File: src/rtl/mem_arbiter.sv
// -----------------------------------------------------------------------------
// mem_arbiter
//
// Arbitrates a single memory port between an instruction-side reader and a
// data-side reader/writer. One transaction is in flight at a time:
//   IDLE    -> pick a requester, latch its address/data/operation
//   SERVE   -> drive the memory port until m_valid or the wait budget runs out
//   RELEASE -> one quiet cycle so the memory sees idle before the next grant
//
// Ports
//   clk, reset          clock, asynchronous active-high reset
//   i_re, i_a           instruction read request and address
//   i_rd, i_valid       instruction read block and completion pulse
//   d_re, d_we, d_a     data read/write request and address
//   d_wd                data write word
//   d_rd, d_valid       data read block and completion pulse
//   m_re, m_we          memory read / write enables (SERVE only)
//   m_a, m_wd           memory address / write word (zero outside SERVE)
//   m_rd, m_valid       memory read block and one-cycle completion
//   busy                high whenever the arbiter is not IDLE
//   err                 sticky flag: some transaction timed out
//
// Handshake: a requester raises its request and holds it until it sees its
// own valid pulse. valid is combinational from m_valid during SERVE and lasts
// exactly the one cycle m_valid is high. The read block is passed straight
// through to both sides; each side qualifies it with its own valid.
// -----------------------------------------------------------------------------
module mem_arbiter #(
    parameter int BLOCKSIZE = 4,
    parameter int TIMEOUT   = 16
) (
    input  logic                    clk,
    input  logic                    reset,
    input  logic                    i_re,
    input  logic [31:0]             i_a,
    output logic [BLOCKSIZE*32-1:0] i_rd,
    output logic                    i_valid,
    input  logic                    d_re,
    input  logic                    d_we,
    input  logic [31:0]             d_a,
    input  logic [31:0]             d_wd,
    output logic [BLOCKSIZE*32-1:0] d_rd,
    output logic                    d_valid,
    output logic                    m_re,
    output logic                    m_we,
    output logic [31:0]             m_a,
    output logic [31:0]             m_wd,
    input  logic [BLOCKSIZE*32-1:0] m_rd,
    input  logic                    m_valid,
    output logic                    busy,
    output logic                    err
);

    typedef enum logic [1:0] {
        IDLE    = 2'd0,
        SERVE   = 2'd1,
        RELEASE = 2'd2
    } state_t;

    // Wait count at which the current SERVE cycle is the last one allowed;
    // leaving here means the counter has reached TIMEOUT.
    localparam logic [4:0] WAIT_LAST = 5'(TIMEOUT - 1);

    state_t      state, state_nx;
    logic        last_grant, last_grant_nx;  // 0 = instruction, 1 = data
    logic        gnt_data, gnt_data_nx;      // side owning the current transaction
    logic        op_we, op_we_nx;            // latched operation: 1 = write
    logic [31:0] addr, addr_nx;
    logic [31:0] wdata, wdata_nx;
    logic [4:0]  wait_cnt, wait_cnt_nx;
    logic        err_q, err_nx;

    logic d_req;
    logic sel_data;
    logic serving;

    assign d_req   = d_re | d_we;
    // Data wins when it is the only requester, or when both request and the
    // instruction side had the previous grant.
    assign sel_data = d_req & (~i_re | ~last_grant);
    assign serving = (state == SERVE);

    always_ff @(posedge clk or posedge reset) begin
        if (reset) begin
            state      <= IDLE;
            last_grant <= 1'b0;
            gnt_data   <= 1'b0;
            op_we      <= 1'b0;
            addr       <= 32'd0;
            wdata      <= 32'd0;
            wait_cnt   <= 5'd0;
            err_q      <= 1'b0;
        end else begin
            state      <= state_nx;
            last_grant <= last_grant_nx;
            gnt_data   <= gnt_data_nx;
            op_we      <= op_we_nx;
            addr       <= addr_nx;
            wdata      <= wdata_nx;
            wait_cnt   <= wait_cnt_nx;
            err_q      <= err_nx;
        end
    end

    always_comb begin
        state_nx      = state;
        last_grant_nx = last_grant;
        gnt_data_nx   = gnt_data;
        op_we_nx      = op_we;
        addr_nx       = addr;
        wdata_nx      = wdata;
        wait_cnt_nx   = wait_cnt;
        err_nx        = err_q;

        case (state)
            IDLE: begin
                if (i_re | d_req) begin
                    state_nx      = SERVE;
                    gnt_data_nx   = sel_data;
                    last_grant_nx = sel_data;
                    // A data request with both d_re and d_we is a write.
                    op_we_nx      = sel_data & d_we;
                    addr_nx       = sel_data ? d_a : i_a;
                    wdata_nx      = sel_data ? d_wd : 32'd0;
                    wait_cnt_nx   = 5'd0;
                end
            end
            SERVE: begin
                // Request inputs are deliberately not looked at here.
                if (m_valid) begin
                    state_nx = RELEASE;
                end else begin
                    wait_cnt_nx = wait_cnt + 5'd1;
                    if (wait_cnt == WAIT_LAST) begin
                        state_nx = RELEASE;
                        err_nx   = 1'b1;
                    end
                end
            end
            RELEASE: begin
                state_nx = IDLE;
            end
            default: begin
                state_nx = IDLE;
            end
        endcase
    end

    // The memory port is driven only while SERVE; everything is zero otherwise,
    // including while reset holds state at IDLE.
    assign m_re = serving & ~op_we;
    assign m_we = serving & op_we;
    assign m_a  = serving ? addr  : 32'd0;
    assign m_wd = serving ? wdata : 32'd0;

    // m_valid outside SERVE never reaches a requester.
    assign i_valid = serving & m_valid & ~gnt_data;
    assign d_valid = serving & m_valid & gnt_data;

    assign i_rd = m_rd;
    assign d_rd = m_rd;

    assign busy = (state != IDLE);
    assign err  = err_q;

endmodule

File: config.mk
export PLATFORM = sky130hd
export DESIGN_NAME = mem_arbiter
export DESIGN_NICKNAME = d
export VERILOG_FILES = /design/src/rtl/mem_arbiter.sv
export SDC_FILE = /design/constraint.sdc
export NUM_CORES = 1
export LEC_CHECK = 0
export BUFFER_PORTS_ARGS = -buffer_cell sky130_fd_sc_hd__buf_4
export CAP_MARGIN = 20
export CORE_AREA = 3 3 214 216
export DETAILED_ROUTE_END_ITERATION = 8
export DIE_AREA = 0 0 217 219
export GPL_TIMING_DRIVEN = 0
export PLACE_DENSITY_LB_ADDON = 0.05
export RECOVER_POWER = 100
export SLEW_MARGIN = 20
export SYNTH_ARGS = -nofsm -noshare
export SYNTH_HDL_FRONTEND = slang
export SYNTH_SLANG_ARGS = --single-unit
File: constraint.sdc
create_clock -name clk -period 1.8 [get_ports clk]
set_input_delay 0.09 -clock clk [delete_from_list [all_inputs] [get_ports clk]]
set_output_delay 0.09 -clock clk [all_outputs]
set_load 0.02 [all_outputs]
==> summary.md, run 1 <==
| Metric | Value |
|---|---|
| Status | complete, no violations |
| CTS Sinks | 74 |
| Routed length per placed instance | 17.0 um |
| Ys Warns | 0 |
| Final period utilization | 0.959 |
| First-iteration detailed-routing DRC count | 104 |
| Initial antenna violation count | 0 |
| Cell Pwr Density | 1170 mW/mm^2 |
| Max Buffers Root-to-Sink | 2 |
| Clock Latency Late Sink | 0.35 ns |
| DP HPWL | 24.6 mm |
| Power Total | 11.1 mW |
| GR Util All Layers | 0.110 |
| GPL Wtd Cong | 0.765 |
| DRC violations left | 0 |
| Fin Setup TNS | 0 ns |
| Slew Viols, Final | 0 |
| Fin nets | 1,317 |
| Mapped Avg Cell Area | 9.43 um^2 |
| Comb pwr share | 0.581 |
| Clk pwr share | 0.174 |
| Starting Density | 0.131 |
| Top FF cell, synth | dfrtp_1 |
| Clk_skew | 0.0104 ns |
| Sequential area share after synthesis | 0.319 |
| Synth Net Count | 847 |
| Min-Delay Endpoint | wdata[18] |
| Largest net degree at the start of global routing | 27 |
| First-pass GRT wire length | 38.1 mm |
| Sw Pwr | 4.60 mW |
| Most frequent cell after synthesis | buf_4 |
| Ys async rst share | 1.00 |
| Post-Syn Instances | 615 |
| Hold Crit Start | d_wd[18] |
| Arr. time, crit path | 1.96 ns |
| TritonCTS Buffers | 9 |
| Gr ovfl total | 0 |
| Area growth from synthesis to layout | 63.7% |
| Hold depth | 3 |
| IO Count | 556 |
| DIE AREA | 0.0475 mm^2 |
| Flop pwr share | 0.244 |
| Min-delay worst type | input port to flip-flop |
| Share of post-route cells with drive strength above 1 | 0.491 |
| Worst Path Max Fanout | 10 |
| Ant. Diodes | 0 |
| Min cycle time layout | 1.73 ns |
| Fin. Hold Viols | 0 |
| DR vias | 5,262 |
| IO buf count | 427 |
| CTS tree | yes |
| Final setup violation count | 0 |
| RSZ-0062 raised after global routing | yes |
| Die Wd | 217 um |
| CP Capture Type | flip-flop |
| Post-synth EDFFs | 0 |
| Seq cells post-synth | 74 |
| Crit start category | flip-flop |
| Synth top cells by count | 259 x buf_4, 74 x dfrtp_1, 56 x mux2_2 |
| CP required | 2.04 ns |
| Internal | 6.50 mW |
| Reg2reg end | addr[30] |
| Clock-pin slew on the worst setup and hold paths | 0.07 ns |
| Switch share | 0.414 |
| Fin area | 0.00949 mm^2 |
| First drt pass iteration count | 4 |
| Die Y | 219 um |
| Fmax | 0.579 GHz |
| Depth of the CTS H-tree | 3 |
| DRT antenna net count | 0 |
| Ranking of synthesized cells by area | buf_4 34%, dfrtp_1 32%, mux2_2 11% |
| Vias/cell | 3.13 |
| Worst-margin pin slew | 0.724 ns |
| # fillers | 5,131 |
| Post-synthesis cell area | 0.00580 mm^2 |
| Largest area contributor in the netlist | buf_4 |
| Core Box Area | 0.0441 mm^2 |
| Routed wire length | 28.5 mm |
| Cell Rows | 77 |
| Leak | 4.57 nW |
| Normalized max-slew margin | 0.517 |
| Worst r2r path cells | 4 |
| Max Cap Violations | 0 |
| Vias in the first global route | 5,246 |
| CP Class | flip-flop to flip-flop |
| Synth top area share | 0.335 |
| FF-to-FF Start | gnt_data |
| Yosys cell types | 31 |
| Worst ir drop on vdd | 0.443 mV |
| Placed cell areas | 0.00981 mm^2 |
| R2R setup slack | 0.07 ns |
| Root Buffer | clkbuf_16 |
-- metal layers --
layer,GRT usage,vias to the layer above,wire [um]
li1,-,2616,-
met1,0.116,2380,10400
met2,0.204,252,15000
met3,0.0492,14,2800
met4,0.0222,0,273
met5,0,-,0
-- repair_timing --
action,4_1_cts,5_1_grt
pin swaps,1,0
hold buffers,30,0
hold endpoints to repair,53,0
endpoints found under the setup margin,99,71
setup buffers,0,1
resized for setup,22,8
-- cell type report --
| type | instances | area (um^2) | share of cell area |
|---|---|---|---|
| inverters | 36 | 136 | 0.0144 |
| repair buffers | 461 | 2580 | 0.272 |
| flip-flops and latches | 74 | 1850 | 0.195 |
| plain buffers | 276 | 2090 | 0.220 |
| multi-input cells | 227 | 1790 | 0.189 |
| clock buffers | 12 | 256 | 0.0270 |
| clock inverters | 4 | 50.0 | 0.00527 |
| well taps | 592 | 741 | 0.0780 |
-- worst max-delay path, stage by stage, from the launching register on --
cell and delay (ns):
dfrtp_1 0.45, a2bb2oi_4 0.25, buf_4 0.25, mux2_2 0.39, mux2_2 0.26
-- sequential cells by signal, indices dropped and copies added (netlist names) --
signal    cells
addr         32
wdata        32
wait_cnt      5
state         2
err           1
gnt_data      1
op_we         1
-- power groups by stage --
stage                     Clock (mW)  Sequential (mW)  Combinational [mW]
after floorplan                    0             2.64                4.11
after global placement             0             2.73                6.80
after detailed placement           0             2.73                6.77
after CTS                       2.06             2.71                6.95
after global routing            2.12             2.82                7.05
final                           1.94             2.71                6.45
-- layout by cell type (no fill, tap or decap), types with 2 or more instances in the layout --
| master | count |
|---|---|
| clkbuf_8 | 5 |
| ha_1 | 2 |
| mux2_4 | 10 |
| buf_12 | 2 |
| clkbuf_4 | 3 |
| nor3_1 | 2 |
| nand3_1 | 2 |
| nand2_1 | 33 |
| buf_6 | 3 |
| clkinvlp_4 | 2 |
| mux2_2 | 56 |
| inv_1 | 35 |
| clkbuf_16 | 9 |
| and3_1 | 3 |
| clkbuf_2 | 3 |
| clkbuf_1 | 261 |
| nor2b_1 | 2 |
| buf_4 | 423 |
| and2_1 | 32 |
| nor2_1 | 39 |
| buf_2 | 9 |
| dfrtp_1 | 73 |
| mux2i_1 | 32 |
| dlygate4sd3_1 | 30 |
-- cell families after synthesis --
logic type / share of synthesized area
mux: 0.190
simple gates: 0.0956
flops: 0.319
fa+ha+maj: 0.00431
compound gates: 0.0145
buf+inv: 0.376
-- through the flow --
step	worst slack, ns	hold slack (ns)	util	instances
detailed placement	-0.178	0.0181	0.222	1637
floorplan	0.312	0.220	-	615
CTS	0.000409	0.00131	0.237	1681
finish	0.0743	0.0131	0.215	1682
global route	-0.0236	0.0184	0.215	1682
global placement	-0.246	0.351	0.221	1634
-- worst max-delay path by stage --
stage | start | to | slack, ns | cells past startpoint
after floorplan | gnt_data | addr[18] | 0.31 | 5
after global placement | state[0] | m_a[24] | -0.25 | 5
after detailed placement | state[0] | i_valid | -0.18 | 6
after CTS | state[1] | m_wd[26] | 0.0004 | 4
after global routing | gnt_data | addr[14] | -0.02 | 4
final | gnt_data | addr[30] | 0.07 | 4
Note: power is estimated with default switching activity, not from simulation.
==> inputs of run 2 (changes only) <==
==> constraint.sdc (replaced) <==
create_clock -name clk -period 1.8 [get_ports clk]
set_input_delay 0.27 -clock clk [delete_from_list [all_inputs] [get_ports clk]]
set_output_delay 0.27 -clock clk [all_outputs]
set_load 0.02 [all_outputs]
==> run 2 against run 1 <==
Effect of this change:
- utilization increased by 0.18 points
- global-route usage is essentially flat
- wire length is 0.54% higher
- largest cell class unchanged
- critical endpoint is now m_a[29]
- die area is the same
- fmax decreased by 3.2%
==> summary.md, run 2 (synthesis results as in run 1) <==
| Metric | Value |
|---|---|
| Cell Rows | 77 |
| Placed insts | 1,637 |
| Clock Latency Late Sink | 0.35 ns |
| Root Buffer | clkbuf_16 |
| R2R setup slack | 0.10 ns |
| Commonest non-fill, non-tap cells in the layout | 399 x buf_4, 259 x clkbuf_1, 71 x dfrtp_1 |
| Worst Path Max Fanout | 8 |
| Area growth from synthesis to layout | 65.0% |
| GPL Wtd Cong | 0.765 |
| Comb pwr share | 0.611 |
| CP Capture Type | output port |
| Biggest regs | addr x32, wdata x32, wait_cnt x5 |
| First-pass GRT wire length | 37.9 mm |
| Min-Delay Endpoint | wdata[31] |
| Fin nets | 1,296 |
| DRC violations left | 0 |
| Gr ovfl total | 0 |
| Fin cells | 1,661 |
| Worst r2r path cells | 4 |
| Final period utilization | 0.991 |
| CTS Sinks | 74 |
| TritonCTS Buffers | 9 |
| Setup WS pre-CTS | -0.358 ns |
| Max Cap Violations | 0 |
| Hold depth | 3 |
| Setup ws final | 0.0170 ns |
| GR Util All Layers | 0.110 |
| First drt pass iteration count | 4 |
| Starting Density | 0.131 |
| Clk_skew | 0.00985 ns |
| Max Buffers Root-to-Sink | 2 |
| Worst ir drop on vdd | 0.445 mV |
| DIE AREA | 0.0475 mm^2 |
| Switch share | 0.399 |
| Vias in the first global route | 5,178 |
| FF-to-FF Start | state[1] |
| Clk pwr share | 0.161 |
| First-iteration detailed-routing DRC count | 104 |
| Largest net degree at the start of global routing | 27 |
| DRT antenna net count | 0 |
| Share of post-route cells with drive strength above 1 | 0.540 |
| Die Y | 219 um |
| Ant. Diodes | 0 |
| Crit start category | flip-flop |
| Final setup violation count | 0 |
| Most common cell after layout, fill and taps aside | buf_4 |
| Depth of the CTS H-tree | 3 |
| Min cycle time layout | 1.78 ns |
| IO Count | 556 |
| Vias/cell | 3.12 |
| Normalized max-slew margin | 0.560 |
| Routed wire length | 28.7 mm |
| Utilization after layout | 0.217 |
| Core Box Area | 0.0441 mm^2 |
| DR vias | 5,187 |
| Hold Crit Start | d_wd[31] |
| Die Wd | 217 um |
| Clock-pin slew on the worst setup and hold paths | 0.07 ns |
| DP HPWL | 24.6 mm |
| Cell Pwr Density | 1250 mW/mm^2 |
| CP required | 1.53 ns |
| CTS tree | yes |
| Initial antenna violation count | 1 |
| IO buf count | 427 |
| Status | complete, no violations |
| Min-delay worst type | input port to flip-flop |
| Routed length per placed instance | 17.3 um |
| CP Class | flip-flop to output port |
| Fin. Hold Viols | 0 |
| Flop pwr share | 0.228 |
| Leak | 4.61 nW |
| Internal | 7.21 mW |
| Slew Viols, Final | 0 |
| RSZ-0062 raised after global routing | yes |
| Sw Pwr | 4.80 mW |
| Fmax | 0.561 GHz |
| Arr. time, crit path | 1.51 ns |
| Reg2reg end | wdata[17] |
| Worst-margin pin slew | 0.660 ns |
[run 2: changes by cell type in the layout (fill, tap and decap cells not counted), moves of 5 or more]
cell / previous run / this run
and2_4: 0 / 23
nor2_1: 39 / 34
buf_6: 3 / 35
buf_4: 423 / 399
dlygate4sd3_1: 30 / 1
and2_1: 32 / 9
[run 2: worst max path at each step]
stage             start  endpoint
2_1_floorplan  state[0]   i_valid
3_3_place_gp   state[0]   m_a[24]
3_5_place_dp   state[0]   i_valid
4_1_cts        state[0]   m_a[18]
5_1_grt        state[1]   m_a[29]
6_report       state[0]   m_a[29]
[run 2: metrics by stage]
| step | area [um^2] | total power, mW | hold slack (ns) | setup TNS, ns |
|---|---|---|---|---|
| 2_1_floorplan | 5800 | 6.76 | 0.400 | 0 |
| 5_1_grt | 9570 | 12.9 | 0.152 | -0.691 |
| 6_report | 9570 | 12.0 | 0.166 | 0 |
| 4_1_cts | 10300 | 12.1 | 0.139 | -1.22 |
| 3_3_place_gp | 9750 | 9.53 | 0.453 | -37.42 |
| 3_5_place_dp | 9810 | 9.50 | 0.198 | -18.99 |
[run 2: layout make-up]
type / count / area, um^2
fill: 5140 / 34600
timing repair buffer: 440 / 2500
buffer: 276 / 2150
multi-input combinational: 227 / 1880
sequential: 74 / 1860
tap: 592 / 741
clock buffer: 12 / 256
inverter: 36 / 136
clock inverter: 4 / 50.0
[run 2: worst max-delay path, cell delays in order, from the launching register on]
cell and delay (ns):
dfrtp_2 0.43, nor2b_4 0.14, buf_12 0.14, clkbuf_16 0.16
and2_1 0.17, buf_6 0.13
[run 2: what timing repair did]
action | in CTS | in global routing
endpoints found under the setup margin | 103 | 75
cloned | 0 | 2
buffers inserted | 4 | 3
hold buffers | 1 | 0
endpoints found under the hold margin | 4 | 0
pin swaps | 1 | 7
gates resized for setup | 53 | 57
[run 2: power by group through the flow]
stage	Sequential, mW	Clock [mW]	Combinational, mW
detailed placement	2.73	0	6.77
CTS	2.72	2.06	7.28
floorplan	2.64	0	4.11
finish	2.73	1.93	7.34
global placement	2.73	0	6.80
global route	2.84	2.12	7.96
[run 2: metal layers]
| metal | GRT usage | part of all wire |
|---|---|---|
| met1 | 0.113 | 0.36 |
| met2 | 0.203 | 0.53 |
| met3 | 0.0537 | 0.10 |
| met4 | 0.0222 | 0.0096 |
| met5 | 0 | 0.00045 |
==> inputs of run 3 (changes only) <==
==> constraint.sdc (replaced) <==
create_clock -name clk -period 1.8 [get_ports clk]
set_input_delay 0.27 -clock clk [delete_from_list [all_inputs] [get_ports clk]]
set_output_delay 0.27 -clock clk [all_outputs]
set_load 0.01 [all_outputs]
==> run 3 against run 2 <==
Effect of this change:
- the flow now finishes with violations (setup timing)
- critical path depth unchanged
- first-iteration DRC count increased by 21%
- combinational power decreased by 6.8%
- via count increased by 0.50%
- die area unchanged
- register-to-register slack got worse by 0.09 ns
- flip-flop and latch count unchanged
- total power decreased by 4.1%
- utilization increased by 0.16 points
- final cell count increased by 0.42%
- largest power group unchanged
==> summary.md, run 3 (synthesis results as in run 1) <==
| Metric | Value |
|---|---|
| Die Y | 219 um |
| DRC violations left | 0 |
| Gr ovfl total | 0 |
| DR vias | 5,213 |
| Fin. Hold Viols | 0 |
| Routed length per placed instance | 17.4 um |
| Vias in the first global route | 5,252 |
| First-iteration detailed-routing DRC count | 126 |
| Min-delay worst type | input port to flip-flop |
| Crit start category | flip-flop |
| IO Count | 556 |
| Cell Pwr Density | 1190 mW/mm^2 |
| Most common cell after layout, fill and taps aside | buf_4 |
| First-pass GRT wire length | 38.5 mm |
| Max Buffers Root-to-Sink | 2 |
| Worst Path Max Fanout | 6 |
| Starting Density | 0.131 |
| CP top delay family | buffers and inverters |
| Cell Rows | 77 |
| Biggest regs | addr x32, wdata x32, wait_cnt x5 |
| TritonCTS Buffers | 9 |
| Core Box Area | 0.0441 mm^2 |
| Leak | 4.66 nW |
| Final setup violation count | 1 |
| Crit-path slowest cell | dfrtp_2 |
| Area growth from synthesis to layout | 66.3% |
| Clock-pin slew on the worst setup and hold paths | 0.07 ns |
| WP buf/inv | 3 |
| GPL Wtd Cong | 0.765 |
| DP HPWL | 24.6 mm |
| Utilization after layout | 0.219 |
| Status | finished with violations |
| GR Util All Layers | 0.112 |
| Fin area | 0.00964 mm^2 |
| Max Cap Violations | 0 |
| DIE AREA | 0.0475 mm^2 |
| Initial antenna violation count | 2 |
| Die Wd | 217 um |
| CP Capture Type | output port |
| Fin nets | 1,302 |
| Commonest non-fill, non-tap cells in the layout | 412 x buf_4, 258 x clkbuf_1, 72 x dfrtp_1 |
| Slew Viols, Final | 0 |
| CTS Sinks | 74 |
| IO buf count | 427 |
| CTS tree | yes |
| CP required | 1.53 ns |
| Depth of the CTS H-tree | 3 |
| Clk_skew | 0.0106 ns |
| Setup WS pre-CTS | -0.339 ns |
| Placed cell areas | 0.00981 mm^2 |
| DRT antenna net count | 0 |
| Setup ws final | -0.000588 ns |
| CP cell instances | nor2b_4 > clkbuf_16 > buf_4 > and2_1 > buf_6 |
| Largest net degree at the start of global routing | 27 |
| RSZ-0062 raised after global routing | yes |
| Final period utilization | 1.00 |
| Vias/cell | 3.13 |
| Max incr delay on CP | 0.43 ns |
| Clock Latency Late Sink | 0.35 ns |
| Failing checks | setup timing |
| Worst-margin pin slew | 1.03 ns |
| Normalized max-slew margin | 0.308 |
| Worst ir drop on vdd | 0.445 mV |
| Arr. time, crit path | 1.53 ns |
| Power Total | 11.5 mW |
| Routed wire length | 29.0 mm |
| CP Class | flip-flop to output port |
| Share of post-route cells with drive strength above 1 | 0.542 |
| Fin Setup TNS | -0.000588 ns |
| Root Buffer | clkbuf_16 |
| Min cycle time layout | 1.80 ns |
| Fmax | 0.555 GHz |
| First drt pass iteration count | 4 |
## run 3: cell count changes in the layout (fill, tap and decap cells not counted), sizes merged
cell,change
diode,+1
buf,+3
clkbuf,+3
## run 3: through the flow
step           hold WS, ns  cells
2_1_floorplan        0.400    615
3_3_place_gp         0.453   1634
3_5_place_dp         0.198   1637
4_1_cts              0.139   1661
5_1_grt              0.152   1668
6_report             0.167   1668
## run 3: worst paths after layout
kind	startpoint	cells after the start	slack, ns	endpoint
max in group asynchronous	reset	5	0.23	state[0]
hold / removal	d_wd[31]	3	0.17	wdata[31]
setup reg to reg	state[0]	5	0.01	addr[24]
hold reg to reg	err	1	0.47	err
min in group asynchronous	reset	3	0.40	wdata[26]
setup / recovery	state[0]	5	-0.0006	m_a[31]
## run 3: repair_timing
item	CTS	global route
resized for setup	90	20
setup buffers	6	5
hold buffers	1	0
pin swaps	13	10
hold endpoints to repair	4	0
cloned	3	1
setup endpoints to repair	103	97
## run 3: routing by layer
metal	up-vias	global-route usage	part of all wire
met3	15	0.0537	0.10
met5	-	0	0.00045
met1	2353	0.115	0.36
met2	250	0.206	0.53
li1	2593	-	-
met4	2	0.0246	0.0095
## run 3: cell type report
class | instances | area, um^2
fill | 5134 | 34500
timing repair buffer | 446 | 2520
buffer | 276 | 2190
multi-input combinational | 227 | 1880
sequential | 74 | 1850
tap | 592 | 741
clock buffer | 12 | 256
inverter | 36 | 136
clock inverter | 4 | 50.0
antenna | 1 | 2.50
## run 3: report_power, final
part	internal (mW)	switching, mW	leakage (nW)
Sequential	2.41	0.329	0.911
Clock	1.15	0.786	0.145
Combinational	3.81	3.02	3.61
## run 3: worst register-to-register path, cell delays in order (launching register included)
cell	delay (ns)
dfrtp_2	0.43
buf_4	0.14
nor3_2	0.37
buf_6	0.20
buf_6	0.21
mux2_4	0.32
